File: src/rtl/snd_i2s_tx.sv
// I2S transmitter: fall-through sample FIFO feeding a clock-enable driven serializer
// that generates MCLK/BCLK/LRCLK/DOUT from the single ACLK domain.
`timescale 1ns/1ps
module snd_i2s_tx #(
    parameter int SAMPLE_W  = 16,
    parameter int SLOT_W    = 32,
    parameter int FIFO_AW   = 6,
    parameter int BCLK_HALF = 4,
    parameter int MCLK_HALF = 1
) (
    input  logic                    ACLK,
    input  logic                    ARST,
    input  logic                    ENABLE,
    input  logic                    MONO,
    input  logic                    MUTE,
    input  logic                    WR_EN,
    input  logic [2*SAMPLE_W-1:0]   WR_DATA,
    input  logic                    CLR_FLAGS,
    output logic                    FULL,
    output logic [FIFO_AW:0]        LEVEL,
    output logic                    SND_FIFO_UNDER,
    output logic                    SND_FIFO_OVER,
    output logic                    SND_MCLK,
    output logic                    SND_BCLK,
    output logic                    SND_LRCLK,
    output logic                    SND_DOUT
);

    localparam int FW    = 2 * SAMPLE_W;
    localparam int DEPTH = 2 ** FIFO_AW;
    localparam int KW    = $clog2(2 * SLOT_W);
    localparam int BDW   = $clog2(BCLK_HALF + 1);
    localparam int MDW   = $clog2(MCLK_HALF + 1);

    localparam logic [KW-1:0]    K_LAST   = KW'(2 * SLOT_W - 1);
    localparam logic [KW-1:0]    LR_LO    = KW'(SLOT_W - 1);
    localparam logic [KW-1:0]    LR_HI    = KW'(2 * SLOT_W - 2);
    localparam logic [BDW-1:0]   B_LAST   = BDW'(BCLK_HALF - 1);
    localparam logic [MDW-1:0]   M_LAST   = MDW'(MCLK_HALF - 1);
    localparam logic [FIFO_AW:0] FULL_LVL = {1'b1, {FIFO_AW{1'b0}}};

    logic [FW-1:0]      mem_q [DEPTH];
    logic [FW-1:0]      mem_d [DEPTH];
    logic [FIFO_AW:0]   wr_ptr_q, wr_ptr_d;
    logic [FIFO_AW:0]   rd_ptr_q, rd_ptr_d;
    logic [MDW-1:0]     mdiv_q, mdiv_d;
    logic [BDW-1:0]     bdiv_q, bdiv_d;
    logic               mclk_q, mclk_d;
    logic               bclk_q, bclk_d;
    logic               lrclk_q, lrclk_d;
    logic               dout_q, dout_d;
    logic               under_q, under_d;
    logic               over_q, over_d;
    logic [KW-1:0]      k_q, k_d;
    logic [FW-1:0]      frame_q, frame_d;

    logic [FIFO_AW:0]   level;
    logic               empty;
    logic               full;
    logic               fall;
    logic               load;
    logic               pop;
    logic               wr_acc;
    logic [FW-1:0]      loaded;
    logic [2*SLOT_W-1:0] ser;

    always_comb begin
        level  = wr_ptr_q - rd_ptr_q;
        empty  = (level == '0);
        full   = (level == FULL_LVL);
        fall   = ENABLE && bclk_q && (bdiv_q == B_LAST);
        load   = fall && (k_q == K_LAST);
        pop    = load && !empty;
        // A write into a full FIFO is still accepted when the head leaves this cycle.
        wr_acc = WR_EN && (!full || pop);

        mem_d    = mem_q;
        wr_ptr_d = wr_ptr_q;
        rd_ptr_d = rd_ptr_q;
        if (wr_acc) begin
            mem_d[wr_ptr_q[FIFO_AW-1:0]] = WR_DATA;
            wr_ptr_d = wr_ptr_q + 1'b1;
        end
        if (pop) begin
            rd_ptr_d = rd_ptr_q + 1'b1;
        end

        loaded = empty ? '0 : mem_q[rd_ptr_q[FIFO_AW-1:0]];
        if (MONO) begin
            loaded[SAMPLE_W-1:0] = loaded[FW-1:SAMPLE_W];
        end
        if (MUTE) begin
            loaded = '0;
        end
        frame_d = load ? loaded : frame_q;

        mdiv_d  = '0;
        bdiv_d  = '0;
        mclk_d  = 1'b0;
        bclk_d  = 1'b0;
        k_d     = K_LAST;
        lrclk_d = 1'b0;
        dout_d  = 1'b0;
        ser     = '0;
        if (ENABLE) begin
            mclk_d  = mclk_q;
            bclk_d  = bclk_q;
            k_d     = k_q;
            lrclk_d = lrclk_q;
            dout_d  = dout_q;
            if (mdiv_q == M_LAST) begin
                mclk_d = ~mclk_q;
            end else begin
                mdiv_d = mdiv_q + 1'b1;
            end
            if (bdiv_q == B_LAST) begin
                bclk_d = ~bclk_q;
            end else begin
                bdiv_d = bdiv_q + 1'b1;
            end
            if (fall) begin
                k_d = load ? '0 : k_q + 1'b1;
                // Frame laid out in transmit order: bit (2*SLOT_W-1-k) goes out at index k.
                ser[2*SLOT_W-1 -: SAMPLE_W] = frame_d[FW-1:SAMPLE_W];
                ser[SLOT_W-1 -: SAMPLE_W]   = frame_d[SAMPLE_W-1:0];
                dout_d  = ser[K_LAST - k_d];
                lrclk_d = (k_d >= LR_LO) && (k_d <= LR_HI);
            end
        end

        under_d = under_q;
        over_d  = over_q;
        if (CLR_FLAGS) begin
            under_d = 1'b0;
            over_d  = 1'b0;
        end
        if (load && empty && !MUTE) begin
            under_d = 1'b1;
        end
        if (WR_EN && full && !pop) begin
            over_d = 1'b1;
        end
    end

    always_ff @(posedge ACLK) begin
        mem_q <= mem_d;
    end

    always_ff @(posedge ACLK) begin
        if (ARST) begin
            wr_ptr_q <= '0;
            rd_ptr_q <= '0;
            mdiv_q   <= '0;
            bdiv_q   <= '0;
            mclk_q   <= 1'b0;
            bclk_q   <= 1'b0;
            lrclk_q  <= 1'b0;
            dout_q   <= 1'b0;
            under_q  <= 1'b0;
            over_q   <= 1'b0;
            k_q      <= K_LAST;
            frame_q  <= '0;
        end else begin
            wr_ptr_q <= wr_ptr_d;
            rd_ptr_q <= rd_ptr_d;
            mdiv_q   <= mdiv_d;
            bdiv_q   <= bdiv_d;
            mclk_q   <= mclk_d;
            bclk_q   <= bclk_d;
            lrclk_q  <= lrclk_d;
            dout_q   <= dout_d;
            under_q  <= under_d;
            over_q   <= over_d;
            k_q      <= k_d;
            frame_q  <= frame_d;
        end
    end

    assign FULL           = full;
    assign LEVEL          = level;
    assign SND_FIFO_UNDER = under_q;
    assign SND_FIFO_OVER  = over_q;
    assign SND_MCLK       = mclk_q;
    assign SND_BCLK       = bclk_q;
    assign SND_LRCLK      = lrclk_q;
    assign SND_DOUT       = dout_q;

endmodule

File: config.mk
export PLATFORM = sky130hd
export DESIGN_NAME = snd_i2s_tx
export DESIGN_NICKNAME = d
export VERILOG_FILES = /design/src/rtl/snd_i2s_tx.sv
export SDC_FILE = /design/constraint.sdc
export NUM_CORES = 2
export LEC_CHECK = 0
export ABC_AREA = 1
export BUFFER_PORTS_ARGS = -buffer_cell sky130_fd_sc_hd__clkbuf_2
export CORE_MARGIN = 3
export CORE_UTILIZATION = 30
export DETAILED_ROUTE_END_ITERATION = 7
export SLEW_MARGIN = 10
export SYNTH_ARGS = -nofsm -noshare
export SYNTH_HDL_FRONTEND = slang
export SYNTH_SLANG_ARGS = --single-unit
File: constraint.sdc
create_clock -name ACLK -period 6.7 [get_ports ACLK]
set_input_delay 1.34 -clock ACLK [delete_from_list [all_inputs] [get_ports ACLK]]
set_output_delay 1.34 -clock ACLK [all_outputs]
set_load 0.05 [all_outputs]
==> Word-level counts from Yosys, hierarchy flattened <==
Cells that the tools add are included.
{ "totals": {"ff_bits": 2110, "output_inout_bits": 14, "word_cells": 136} }
{ "classes": {"n_addsub": 7, "magnitude_cmp": 6, "n_eq_ne": 3, "muxes": 16, "n_bitwise": 6, "reduce_logical": 22} }
{ "op_table": {"columns": ["op", "count"], "rows": [
  ["bitwise mux 2048 bit", 1],
  ["binary-select mux 32 bit (select 6 bit)", 1],
  ["demux 32 bit (select 6 bit)", 1],
  ["two-way mux 32 bit", 6],
  ["two-way mux 16 bit", 1],
  ["adder 7 x 1 -> 7 bit (second input constant)", 2],
  [">= comparator 7 bit (second input constant)", 2],
  ["NOT 6 -> 7 bit", 2],
  ["logical AND 1 bit", 11],
  ["== test 7 bit (second input constant)", 1],
  ["zero test 7 bit", 1],
  ["< comparator 6 x 7 -> 1 bit (second input constant)", 1],
  ["< comparator 7 x 1 -> 1 bit (second input constant)", 1],
  ["subtractor 7 bit", 1],
  ["adder 6 x 1 -> 6 bit (second input constant)", 1],
  ["binary-select mux 1 bit (select 6 bit)", 1],
  ["== test 6 bit (second input constant)", 1],
  [">= comparator 6 x 5 -> 1 bit (second input constant)", 1],
  ["<= comparator 6 bit (second input constant)", 1],
  ["two-way mux 6 bit", 1],
  ["OR reduction 3 bit", 2],
  ["subtractor 6 bit (first input constant)", 1],
  ["zero test 1 bit", 4],
  ["two-way mux 1 bit", 4],
  ["other kinds (7)", 11]
]} }

==> Depth between registers and ports, before layout <==
{ "depth": {"word_depth": 10, "depth_mapped": 31, "depth_no_buf": 26} }

==> Least setup slack after synthesis <==
Ideal clock, no wire load.
{ "synth_timing": {"kind": "register -> register", "start": "reg rd_ptr_q[2]", "end": "reg mem_q[0] (netlist name) (enable)", "setup_time_ns": 0.423, "t_arrival_ns": 5.030, "required_ns": 6.277, "slack_ns": 1.248, "stages_incl_launch_ff": 19, "path_buffers": 5, "cell_sequence": "dfxtp_1 > buf_2 > inv_2 > buf_2 > buf_2 > buf_2 > buf_2 > ha_1 > xnor2_1 > nor2_1 > nand3_1 > nor2_1 > nand2_1 > nor2_1 > nand2_1 > nand2_1 > nor2_1 > nand2_1 > nor2_1"} }
{ "synth_between": {"word_cells_on_any_way": 8, "classes_between": "add/sub: 1; eq/ne: 1; reduce/logical: 6"} }
{ "synth_rtl": {"columns": ["item", "line_no", "rtl"], "rows": [
  ["from (decl)", "45", "logic [FIFO_AW:0] rd_ptr_q, rd_ptr_d;"],
  ["from (signal assigned)", "165", "rd_ptr_q <= rd_ptr_d;"],
  ["subtractor 7 bit", "68", "level = wr_ptr_q - rd_ptr_q;"],
  ["via LEVEL[2]", "20", "output logic [FIFO_AW:0] LEVEL,"],
  ["== test 7 bit", "70", "full = (level == FULL_LVL);"],
  ["via FULL", "19", "output logic FULL,"],
  ["zero test 1 bit", "75", "wr_acc = WR_EN && (!full || pop);"],
  ["logical OR 1 bit", "75", null],
  ["logical AND 1 bit", "75", null],
  ["to (signal assigned)", "146", "mem_q <= mem_d;"],
  ["to (decl)", "42", "logic [FW-1:0] mem_q [DEPTH];"]
]} }
The timed path passes the listed nets, and every way through them passes these cells.
A chain may end at the register's enable or synchronous reset.

==> Worst setup path in the final report <==
{ "layout_timing": {"start": "reg rd_ptr_q[3]", "end": "reg mem_q[10] (netlist name) (enable)"} }
{ "layout_between": {"elab_chain_len": 6, "word_cells_on_any_way": 8, "classes_between": "add/sub: 1; eq/ne: 1; reduce/logical: 6"} }
{ "layout_lines": {"columns": ["item", "line_no", "rtl"], "rows": [
  ["subtractor 7 bit *", "68", null],
  ["zero test 7 bit", "69", "empty = (level == '0);"],
  ["zero test 1 bit", "73", "pop = load && !empty;"],
  ["logical AND 1 bit", "73", null],
  ["logical OR 1 bit *", "75", null],
  ["logical AND 1 bit *", "75", null]
]} }
Every way passes the cells marked *; elsewhere a longest branch is shown, timed or not.

==> results_dict.tcl <==
set metrics [dict create \
    outcome "completed" \
    syn-cell-area_um2 85100 \
    yosys_register_bits 2110 \
    critPathArrivalTime_ns 5.61 \
    fin_setup_tns_ns 0 \
    clk_pin_slew_worst_paths_ns 0.06 \
    worstSetupEndpointType "register" \
    cts_tree "yes" \
    finalHoldViolCount 0 \
    maxSlewViolCount 0 \
    vias 56100 \
    cp_max_fo 37 \
    synth_area_per_cell_um2 12.5 \
    synth_top_family_by_area "simple AND/OR/NAND/NOR gates" \
    switching_share 0.207 \
    grt.overflow.total 0 \
    core_area_um2 281000 \
    synthTopCellsByArea "edfxtp_1 72%, nand2_1 8.4%, nand3_1 5.4%" \
    total_power_uw 26300 \
    met3_usage 0.0316 \
    fin_crit_sh 0.768 \
    fin_worst_skew_ns 0.0510 \
    tightest_slew_ns 1.25 \
    use_met2 0.262 \
    dr.pass1.iters 6 \
    cp_slowest_cell "nor2_4" \
    syn_nets 6867 \
    synth_top_area_share 0.723 \
    worstPathRequired_ns 7.17 \
    synthAdderAreaFrac 0.00200 \
    vdd_ir_drop_max_uv 221 \
    wl_per_cell_um 23.6 \
    nFillCells 27100 \
    die_w_um 538 \
    utilization 0.342 \
    die_height_um 538 \
    wirelength_um 251000 \
    p_int_uw 20900 \
    start_util 0.303 \
    cp-start-kind "register" \
    crit_type "reg -> reg" \
    synth-simple-area-share 0.152 \
    grt_util_met1 0.233 \
    yosysMostFrequentCell "edfxtp_1" \
    clk_latency_ns 0.87 \
    p_sw_uw 5460 \
    antenna_found_initial 10 \
    cap_violations 0 \
    syn-instance-count 6815 \
    nets 6835 \
    power_density_nw_per_um2 274 \
    first_global_vias 54400 \
    postPlaceCellArea_um2 89600 \
    cts_setup_buffers 0 \
    yosysTopAreaCell "edfxtp_1" \
    synth_compound_area_frac 0.0738 \
    path_delay_family "simple AND/OR/NAND/NOR gates" \
    synth.mux.area_fraction 0 \
    slew_headroom 0.159 \
    seq_power_share 0.552 \
    drive_gt1_frac 0.0842 \
    dieArea_um2 290000 \
    setup_viol 0 \
    pwr-share-comb 0.021 \
    power_frac_clock 0.427 \
    postRouteAntennaNets 0 \
    synth_xor_area_frac 0.000515 \
    post-route-min-period_ns 5.14 \
    area_growth_pct 12.8 \
    ys_seq_area_frac 0.738 \
    yosys_warnings 0 \
    first_iter_violations 7193 \
    cts-resized-gates 0 \
    track_usage 0.167 \
    io_buffers 52 \
    final_area_um2 96000 \
    htree_levels 4 \
    dpl.hpwl_um 136000 \
    critPathMostFrequentCell "nand2_1" \
    p_leak_uw 0.0323 \
    rsz0062_at_grt "false" \
    place_congestion 0.892 \
    pin_count 53 \
    synthTopCellsByCount "2048 x edfxtp_1, 1895 x nand2_1, 918 x nand3_1" \
    cp.buffers_inverters 2 \
    multiInputGateArea_um2 19900 \
    ctsLongestPathBuffers 4 \
    rows 194 \
    routed_via_density 5.26 \
    max_freq_mhz 194 \
    drc 0 \
    synth_edf_count 2048 \
    grt_pass1_wl_um 369000 \
    hold_path.class "reg -> reg" \
    cts_buffers 209 \
    synthFlopType "edfxtp_1" \
    async_flop_share 0 \
    instances_no_fill 10700 \
    dpl.cell_count 10300 \
    clockRootBuffer "clkbuf_16" \
    gr-max-usage-layer "met2" \
    holdBufCountCts 0 \
    path_cells "inv_6 > ha_1 > nand2_1 > nand2_1 > inv_1 > nand2_1 > xor2_1 > nor2_1 > nand2_1 > nor2_1 > nand2_1 > nand2_1 > nor2_1 > nand2_1 > nor2_4" \
    max_stage_delay_ns 1.18 \
    clock-sinks 2110 \
    register_area_um2 62800 \
    synth_cell_types 47 \
    grt_max_degree 182 \
]
[final timing paths]
path,start,end,slack (ns),cells past startpoint
worst max register to register,rd_ptr_q[3],mem_q[10],1.56,15
worst max-delay path,rd_ptr_q[3],mem_q[10],1.56,15
worst min-delay path,bdiv_q[0],bdiv_q[0],0.42,1
worst min register to register,bdiv_q[0],bdiv_q[0],0.42,1
[flip-flops by register name, summed over array words and instances, names as in the netlist]
signal,count
frame_q,32
SND_DOUT,1
rd_ptr_q,7
bdiv_q,3
SND_LRCLK,1
SND_FIFO_OVER,1
mdiv_q,1
k_q,6
SND_MCLK,1
SND_BCLK,1
wr_ptr_q,7
SND_FIFO_UNDER,1
mem_q,2048
[routing by layer]
metal	part of all wire	wire length [um]
met1	0.41	104000
met2	0.45	114000
met3	0.096	24100
met4	0.036	8990
met5	0.000052	13
[power by group through the flow]
stage | clock, uW | sequential (uW) | combinational (uW)
2_1_floorplan | 0 | 14800 | 139
3_5_place_dp | 0 | 14800 | 554
3_3_place_gp | 0 | 14800 | 543
4_1_cts | 11400 | 14500 | 554
5_1_grt | 11900 | 14500 | 590
6_report | 11200 | 14500 | 560
[logic make-up (layout without fill, tap and decap cells)]
kind of cell             Yosys count  count (layout)
adder cells (fa/ha/maj)           13              13
XOR/XNOR                           5               5
buffers and inverters            592             713
flip-flops                      2110            2110
other                              1               4
AND/OR/NAND/NOR                 3104            3104
AO/OA/AOI/OAI                    990             990
[cells in the final DEF, fill, tap and decap left out, drive strengths merged, types with 4 or more instances in the layout]
master / instances
o22ai: 14
nand2: 1897
a221oi: 73
o21ai: 134
a211oi: 9
edfxtp: 2048
o311ai: 44
a21oi: 473
dfxtp: 62
inv: 135
a221o: 16
ha: 12
xor2: 4
nand3: 918
nand4: 11
bufinv: 14
nor2: 231
a32o: 68
o211ai: 59
o31ai: 23
nor3: 27
a31oi: 4
or2: 15
a22oi: 44
clkinvlp: 5
o221ai: 22
buf: 171
clkinv: 84
clkbuf: 304
[stage by stage]
step	hold WS, ns	worst slack (ns)
after floorplan	0.397	1.25
after global routing	0.441	1.20
after detailed placement	0.420	1.46
after global placement	0.404	1.49
final	0.423	1.56
after CTS	0.429	1.59
[cell type report]
type                    instances  share of cell area
diodes                          3           0.0000782
repair buffers                219              0.0181
clock inverters               108             0.00969
multi-input cells            4113               0.208
clock buffers                 256              0.0566
inverters                     130             0.00537
flip-flops and latches       2110               0.654
well taps                    3724              0.0486
Note: power is estimated with default switching activity, not from simulation.
